### config.mk
export PLATFORM = sky130hd
export DESIGN_NAME = reduce_gate_pipe
export DESIGN_NICKNAME = d
export VERILOG_FILES = /design/src/rtl/reduce_gate_pkg.sv /design/src/rtl/reduce_gate_stage.sv /design/src/rtl/reduce_gate_pipe.sv
export SDC_FILE = /design/constraint.sdc
export NUM_CORES = 1
export LEC_CHECK = 0
export ABC_AREA = 1
export CAP_MARGIN = 20
export CELL_PAD_IN_SITES_DETAIL_PLACEMENT = 1
export CELL_PAD_IN_SITES_GLOBAL_PLACEMENT = 2
export CORE_MARGIN = 5
export CORE_UTILIZATION = 32
export DETAILED_ROUTE_END_ITERATION = 10
export PLACE_DENSITY_LB_ADDON = 0.1
export SLEW_MARGIN = 20
export SYNTH_ARGS = -nofsm -noshare
export SYNTH_HDL_FRONTEND = slang
export SYNTH_HIERARCHICAL = 1
export SYNTH_SLANG_ARGS = --single-unit
### constraint.sdc
create_clock -name clk -period 5.1 [get_ports clk]
set_clock_uncertainty 0.15 [all_clocks]
set_input_delay 0.51 -clock clk [delete_from_list [all_inputs] [get_ports clk]]
set_output_delay 0.51 -clock clk [all_outputs]
set_load 0.05 [all_outputs]
### src/rtl/reduce_gate_pkg.sv
// rtl/reduce_gate_pkg.sv - op codes and op helper functions for the reduction gate pipeline
//
// Contents:
//   op_e         3-bit op code. NAND/NOR/XNOR are the inverted AND/OR/XOR. Codes 6 and 7 behave as AND.
//   op_base      maps an op to the AND/OR/XOR function that the tree evaluates.
//   op_identity  returns the pad bit for an odd leftover lane: 1 for the AND family, 0 for OR/XOR.
//   op_invert    is true when the final result must be complemented.
package reduce_gate_pkg;

  typedef enum logic [2:0] {
    OP_AND  = 3'd0,
    OP_OR   = 3'd1,
    OP_XOR  = 3'd2,
    OP_NAND = 3'd3,
    OP_NOR  = 3'd4,
    OP_XNOR = 3'd5,
    OP_RSV6 = 3'd6,
    OP_RSV7 = 3'd7
  } op_e;

  function automatic op_e op_base(op_e op);
    case (op)
      OP_OR, OP_NOR:   return OP_OR;
      OP_XOR, OP_XNOR: return OP_XOR;
      default:         return OP_AND;
    endcase
  endfunction

  function automatic logic op_identity(op_e op);
    return op_base(op) == OP_AND;
  endfunction

  function automatic logic op_invert(op_e op);
    return (op == OP_NAND) || (op == OP_NOR) || (op == OP_XNOR);
  endfunction

endpackage

### src/rtl/reduce_gate_stage.sv
// rtl/reduce_gate_stage.sv - one registered level of the reduction tree
//
// Parameters:
//   N_SRC  number of lanes entering this level
//   W      bits per lane
//   LAST   set on the final level; the inversion for NAND/NOR/XNOR is applied here
// Ports:
//   clk, rst            clock, asynchronous active-high reset
//   en                  advance enable (low while the pipeline output is stalled)
//   src_valid/op/data   beat entering this level, N_SRC lanes packed at [k*W +: W]
//   dst_valid/op/data   registered beat, ceil(N_SRC/2) lanes
module reduce_gate_stage
  import reduce_gate_pkg::*;
#(
  parameter int N_SRC = 2,
  parameter int W     = 1,
  parameter bit LAST  = 1'b0
) (
  input  logic                           clk,
  input  logic                           rst,
  input  logic                           en,
  input  logic                           src_valid,
  input  logic [2:0]                     src_op,
  input  logic [N_SRC*W-1:0]             src_data,
  output logic                           dst_valid,
  output logic [2:0]                     dst_op,
  output logic [((N_SRC+1)/2)*W-1:0]     dst_data
);

  localparam int N_DST = (N_SRC + 1) / 2;

  op_e                op;
  op_e                base;
  logic               inv;
  logic [N_DST*W-1:0] next_data;

  assign op   = op_e'(src_op);
  assign base = op_base(op);
  assign inv  = LAST && op_invert(op);

  for (genvar k = 0; k < N_DST; k++) begin : g_pair
    logic [W-1:0] a;
    logic [W-1:0] b;
    logic [W-1:0] r;

    assign a = src_data[2*k*W +: W];

    // An odd lane count leaves the last lane unpaired; pad it with the
    // identity so it passes through the combine unchanged.
    if (2*k + 1 < N_SRC) begin : g_real
      assign b = src_data[(2*k+1)*W +: W];
    end else begin : g_pad
      assign b = {W{op_identity(op)}};
    end

    always_comb begin
      case (base)
        OP_OR:   r = a | b;
        OP_XOR:  r = a ^ b;
        default: r = a & b;
      endcase
    end

    assign next_data[k*W +: W] = inv ? ~r : r;
  end

  always_ff @(posedge clk or posedge rst) begin
    if (rst) begin
      dst_valid <= 1'b0;
      dst_op    <= 3'd0;
      dst_data  <= '0;
    end else if (en) begin
      dst_valid <= src_valid;
      dst_op    <= src_op;
      dst_data  <= next_data;
    end
  end

endmodule

### src/rtl/reduce_gate_pipe.sv
// rtl/reduce_gate_pipe.sv - pipelined N-input bitwise reduction gate with valid/ready handshakes
//
// Parameters:
//   N_IN  number of input lanes (>= 2)
//   W     bits per lane (>= 1)
// Ports:
//   clk, rst             clock, asynchronous active-high reset
//   in_valid/in_ready    input handshake
//   in_op                0 AND, 1 OR, 2 XOR, 3 NAND, 4 NOR, 5 XNOR, 6/7 AND
//   in_lanes             lane k at [k*W +: W]
//   out_valid/out_ready  output handshake
//   out_y                reduced result
//   out_op               op code that produced out_y
//   hit_cnt              only when REDUCE_GATE_PIPE_CNT_EN is defined: saturating count of
//                        output handshakes whose out_y is all ones
// Latency is $clog2(N_IN) cycles. A stalled output freezes every level; bubbles are kept.
module reduce_gate_pipe
  import reduce_gate_pkg::*;
#(
  parameter int N_IN = 8,
  parameter int W    = 1
) (
  input  logic              clk,
  input  logic              rst,
  input  logic              in_valid,
  output logic              in_ready,
  input  logic [2:0]        in_op,
  input  logic [N_IN*W-1:0] in_lanes,
  output logic              out_valid,
  input  logic              out_ready,
  output logic [W-1:0]      out_y,
`ifdef REDUCE_GATE_PIPE_CNT_EN
  output logic [2:0]        out_op,
  output logic [15:0]       hit_cnt
`else
  output logic [2:0]        out_op
`endif
);

  localparam int L = $clog2(N_IN);

  logic stall;

  assign stall    = out_valid && !out_ready;
  assign in_ready = !stall;

  for (genvar j = 0; j < L; j++) begin : g_lvl
    localparam int NS = (N_IN + (1 << j) - 1) >> j;
    localparam int ND = (NS + 1) / 2;

    logic          v;
    logic [2:0]    op;
    logic [ND*W-1:0] d;

    if (j == 0) begin : g_first
      reduce_gate_stage #(.N_SRC(NS), .W(W), .LAST(L == 1)) u_stage (
        .clk       (clk),
        .rst       (rst),
        .en        (!stall),
        .src_valid (in_valid),
        .src_op    (in_op),
        .src_data  (in_lanes),
        .dst_valid (v),
        .dst_op    (op),
        .dst_data  (d)
      );
    end else begin : g_next
      reduce_gate_stage #(.N_SRC(NS), .W(W), .LAST(j == L - 1)) u_stage (
        .clk       (clk),
        .rst       (rst),
        .en        (!stall),
        .src_valid (g_lvl[j-1].v),
        .src_op    (g_lvl[j-1].op),
        .src_data  (g_lvl[j-1].d),
        .dst_valid (v),
        .dst_op    (op),
        .dst_data  (d)
      );
    end
  end

  assign out_valid = g_lvl[L-1].v;
  assign out_op    = g_lvl[L-1].op;
  assign out_y     = g_lvl[L-1].d;

`ifdef REDUCE_GATE_PIPE_CNT_EN
  always_ff @(posedge clk or posedge rst) begin
    if (rst) begin
      hit_cnt <= 16'd0;
    end else if (out_valid && out_ready && (&out_y) && (hit_cnt != 16'hFFFF)) begin
      hit_cnt <= hit_cnt + 16'd1;
    end
  end
`endif

endmodule
==> flow_summary.ini <==
[sta]
fin_ws_ns = 2.27
rsz0062_at_grt = no
worst_slew_pin_slew_ns = 0.512
finalHoldViolations = 0
hold_ws_ns = 0.336
slew_headroom_pct = 65.8
fin_crit_sh_pct = 55.5
setup_viol = 0
tns_ns = 0
slew_viol_final = 0
period_needed_ns = 2.83
max_freq_mhz = 353

[yosys]
ys.flop_type = dfrtp_1
postSynthCellCount = 191
yosys_warnings = 6
synth_area_leaders = dfrtp_1, nand2_1, ha_1, inv_1, nand3_1
synth_edf_count = 0
ys_seq_area_share_pct = 35.2
synth_cell_type_count = 15
syn_nets = 226
synth-async-reset-ratio_pct = 100
ys_ff_latch = 19
yosys-top-cells-count = nand2_1, inv_1, ha_1, dfrtp_1, nand3_1
netlist_area_um2 = 1350
yosysTopAreaCell = dfrtp_1
syn_avg_cell_area_um2 = 7.07
yosysMostFrequentCell = nand2_1
synth_top_area_share_pct = 35.2

[power]
max-vdd-ir-drop_v = 0.000137
p_int_uw = 422
cellPowerDensity_nw_per_um2 = 478
power_frac_comb_pct = 54.1
power_frac_seq_pct = 32.9
p_leak_uw = 0.000930
pwr-share-clk_pct = 12.9
p_switching_uw = 366
p_sw_share_pct = 46.4

[clock_tree]
clock-sinks = 19
clk_pin_slew_ns = 0.07
cts_root_buffer = clkbuf_8
numCtsBuffers = 3
ctsResizeCount = 0
clockBufferDepth = 2
cts_tree = built
clock_latency_ns = 0.25
ctsHoldBuffers = 0
post_cts_buffers = 0
h-tree-depth = 1

[worst_setup_path]
worst_setup_path_end_kind = primary output
start_kind = input port
worstPathRequired_ns = 4.44
critPathArrivalTime_ns = 2.17
critPathKind = input port to primary output
crit_fanout = 12

[routing]
first_pass_iters = 4
wl_per_cell_um = 10.9
met3_length_um = 65
route.final.wire_length_mm = 2.88
detail_route.vias_per_cell = 4.44
met2_length_mm = 1.67
drtAntennaViolNets = 0
vias = 1171
drt_iter0_markers = 17
topRoutingLayerUsed = met3
wl_met1_mm = 1.14
drc = 0

[worst_hold_path]
holdCritPathClass = register to register

[final_layout]
area_growth_pct = 21.9
stdcell_count = 264
fin_nets = 250
n_antenna_cell = 0
layout-drive-gt1-share_pct = 3.74

[die]
die_h_um = 75.0
die_w_um = 75.0
initial_core_util_pct = 33.3
pin_count = 21
core-area_um2 = 4060
die_area_um2 = 5620
rows = 23

[global_route]
antenna_found_initial = 0
first_global_vias = 1259
grt-ovfl-total = 0
grt_use_total_pct = 11.9
grt_pass1_wl_mm = 5.26
grt_max_degree = 14

[placed_design]
place_ws_ns = 2.26
hpwlAfterDp_mm = 2.49
globalplace.congestion = 0.788
dp.cells = 260
port_buffers = 20

[run_status]
outcome = finished, final reports clean

[run]
drv_cap = 0
## metrics by stage
stage               power, µW  util, %  instance area, µm²
floorplan                 571        -                1350
global placement          680     39.5                1600
detailed placement        700     39.5                1600
CTS                       807     40.6                1650
global route              874     40.6                1650
finish                    788     40.6                1650
## power by group through the flow
stage,Sequential (µW),Clock [µW],Combinational (µW)
after detailed placement,264,0,437
after global routing,270,116,489
final,259,102,427
after global placement,259,0,421
after floorplan,321,0,250
after CTS,261,107,439
## per-layer routing
layer | GRT usage (%) | vias to the layer above
li1 | - | 608
met1 | 12.5 | 550
met2 | 23.9 | 13
met3 | 1.87 | 0
met4 | 3.56 | 0
met5 | 0 | -
## flip-flops by register name (all words and copies together) (netlist names)
signal and count:
g_lvl.g_next.u_stage/dst_op 6, g_lvl.g_next.u_stage/dst_data 3, g_lvl.g_next.u_stage/dst_valid 2, g_lvl.g_first.u_stage/dst_data 4, g_lvl.g_first.u_stage/dst_op 3, g_lvl.g_first.u_stage/dst_valid 1
## cells in the final DEF, fill, tap and decap left out, drive strengths merged
| master | netlist | routed |
|---|---|---|
| nand2 | 69 | 69 |
| inv | 50 | 50 |
| ha | 20 | 20 |
| clkdlybuf4s50 | 0 | 20 |
| dfrtp | 19 | 19 |
| nand3 | 10 | 10 |
| o21ai | 9 | 9 |
| a21oi | 6 | 6 |
| nor2 | 5 | 5 |
| clkbuf | 0 | 4 |
| o22ai | 1 | 1 |
| or2 | 1 | 1 |
## final cells by class
class,instances,area [µm²]
clock buffers,4,45.0
flip-flops and latches,19,475
fillers,530,2410
multi-input cells,121,677
inverters,50,188
repair buffers,20,200
well taps,50,62.6
## worst paths after layout
path | endpoint | slack (ns) | start | cells after the start
setup reg to reg | g_lvl[2].g_next.u_stage/dst_data$_DFFE_PP0P_ | 3.16 | g_lvl[1].g_next.u_stage/dst_op[0]$_DFFE_PP0P_ | 12
max in group asynchronous | g_lvl[0].g_first.u_stage/dst_data[1]$_DFFE_PP0P_ | 4.17 | rst | 2
hold reg to reg | g_lvl[0].g_first.u_stage/dst_op[1]$_DFFE_PP0P_ | 0.34 | g_lvl[0].g_first.u_stage/dst_op[1]$_DFFE_PP0P_ | 2
hold / removal | g_lvl[0].g_first.u_stage/dst_op[1]$_DFFE_PP0P_ | 0.34 | g_lvl[0].g_first.u_stage/dst_op[1]$_DFFE_PP0P_ | 2
min in group asynchronous | g_lvl[2].g_next.u_stage/dst_valid$_DFFE_PP0P_ | 0.37 | rst | 2
setup / recovery | in_ready | 2.27 | out_ready | 4
## critical path: stages
cell and delay [ns]:
clkdlybuf4s50_1 0.45, inv_1 0.03, nand2_1 0.29, clkdlybuf4s50_1 0.88
## cell families (layout without fill, tap and decap cells)
logic type / count (synthesis) / after routing / synth area share (%)
flops: 19 / 19 / 35.2
simple gates: 85 / 85 / 24.7
fa+ha+maj: 20 / 20 / 18.5
buf+inv: 51 / 74 / 14.7
compound gates: 16 / 16 / 6.85
(Power assumes the default switching activity.)
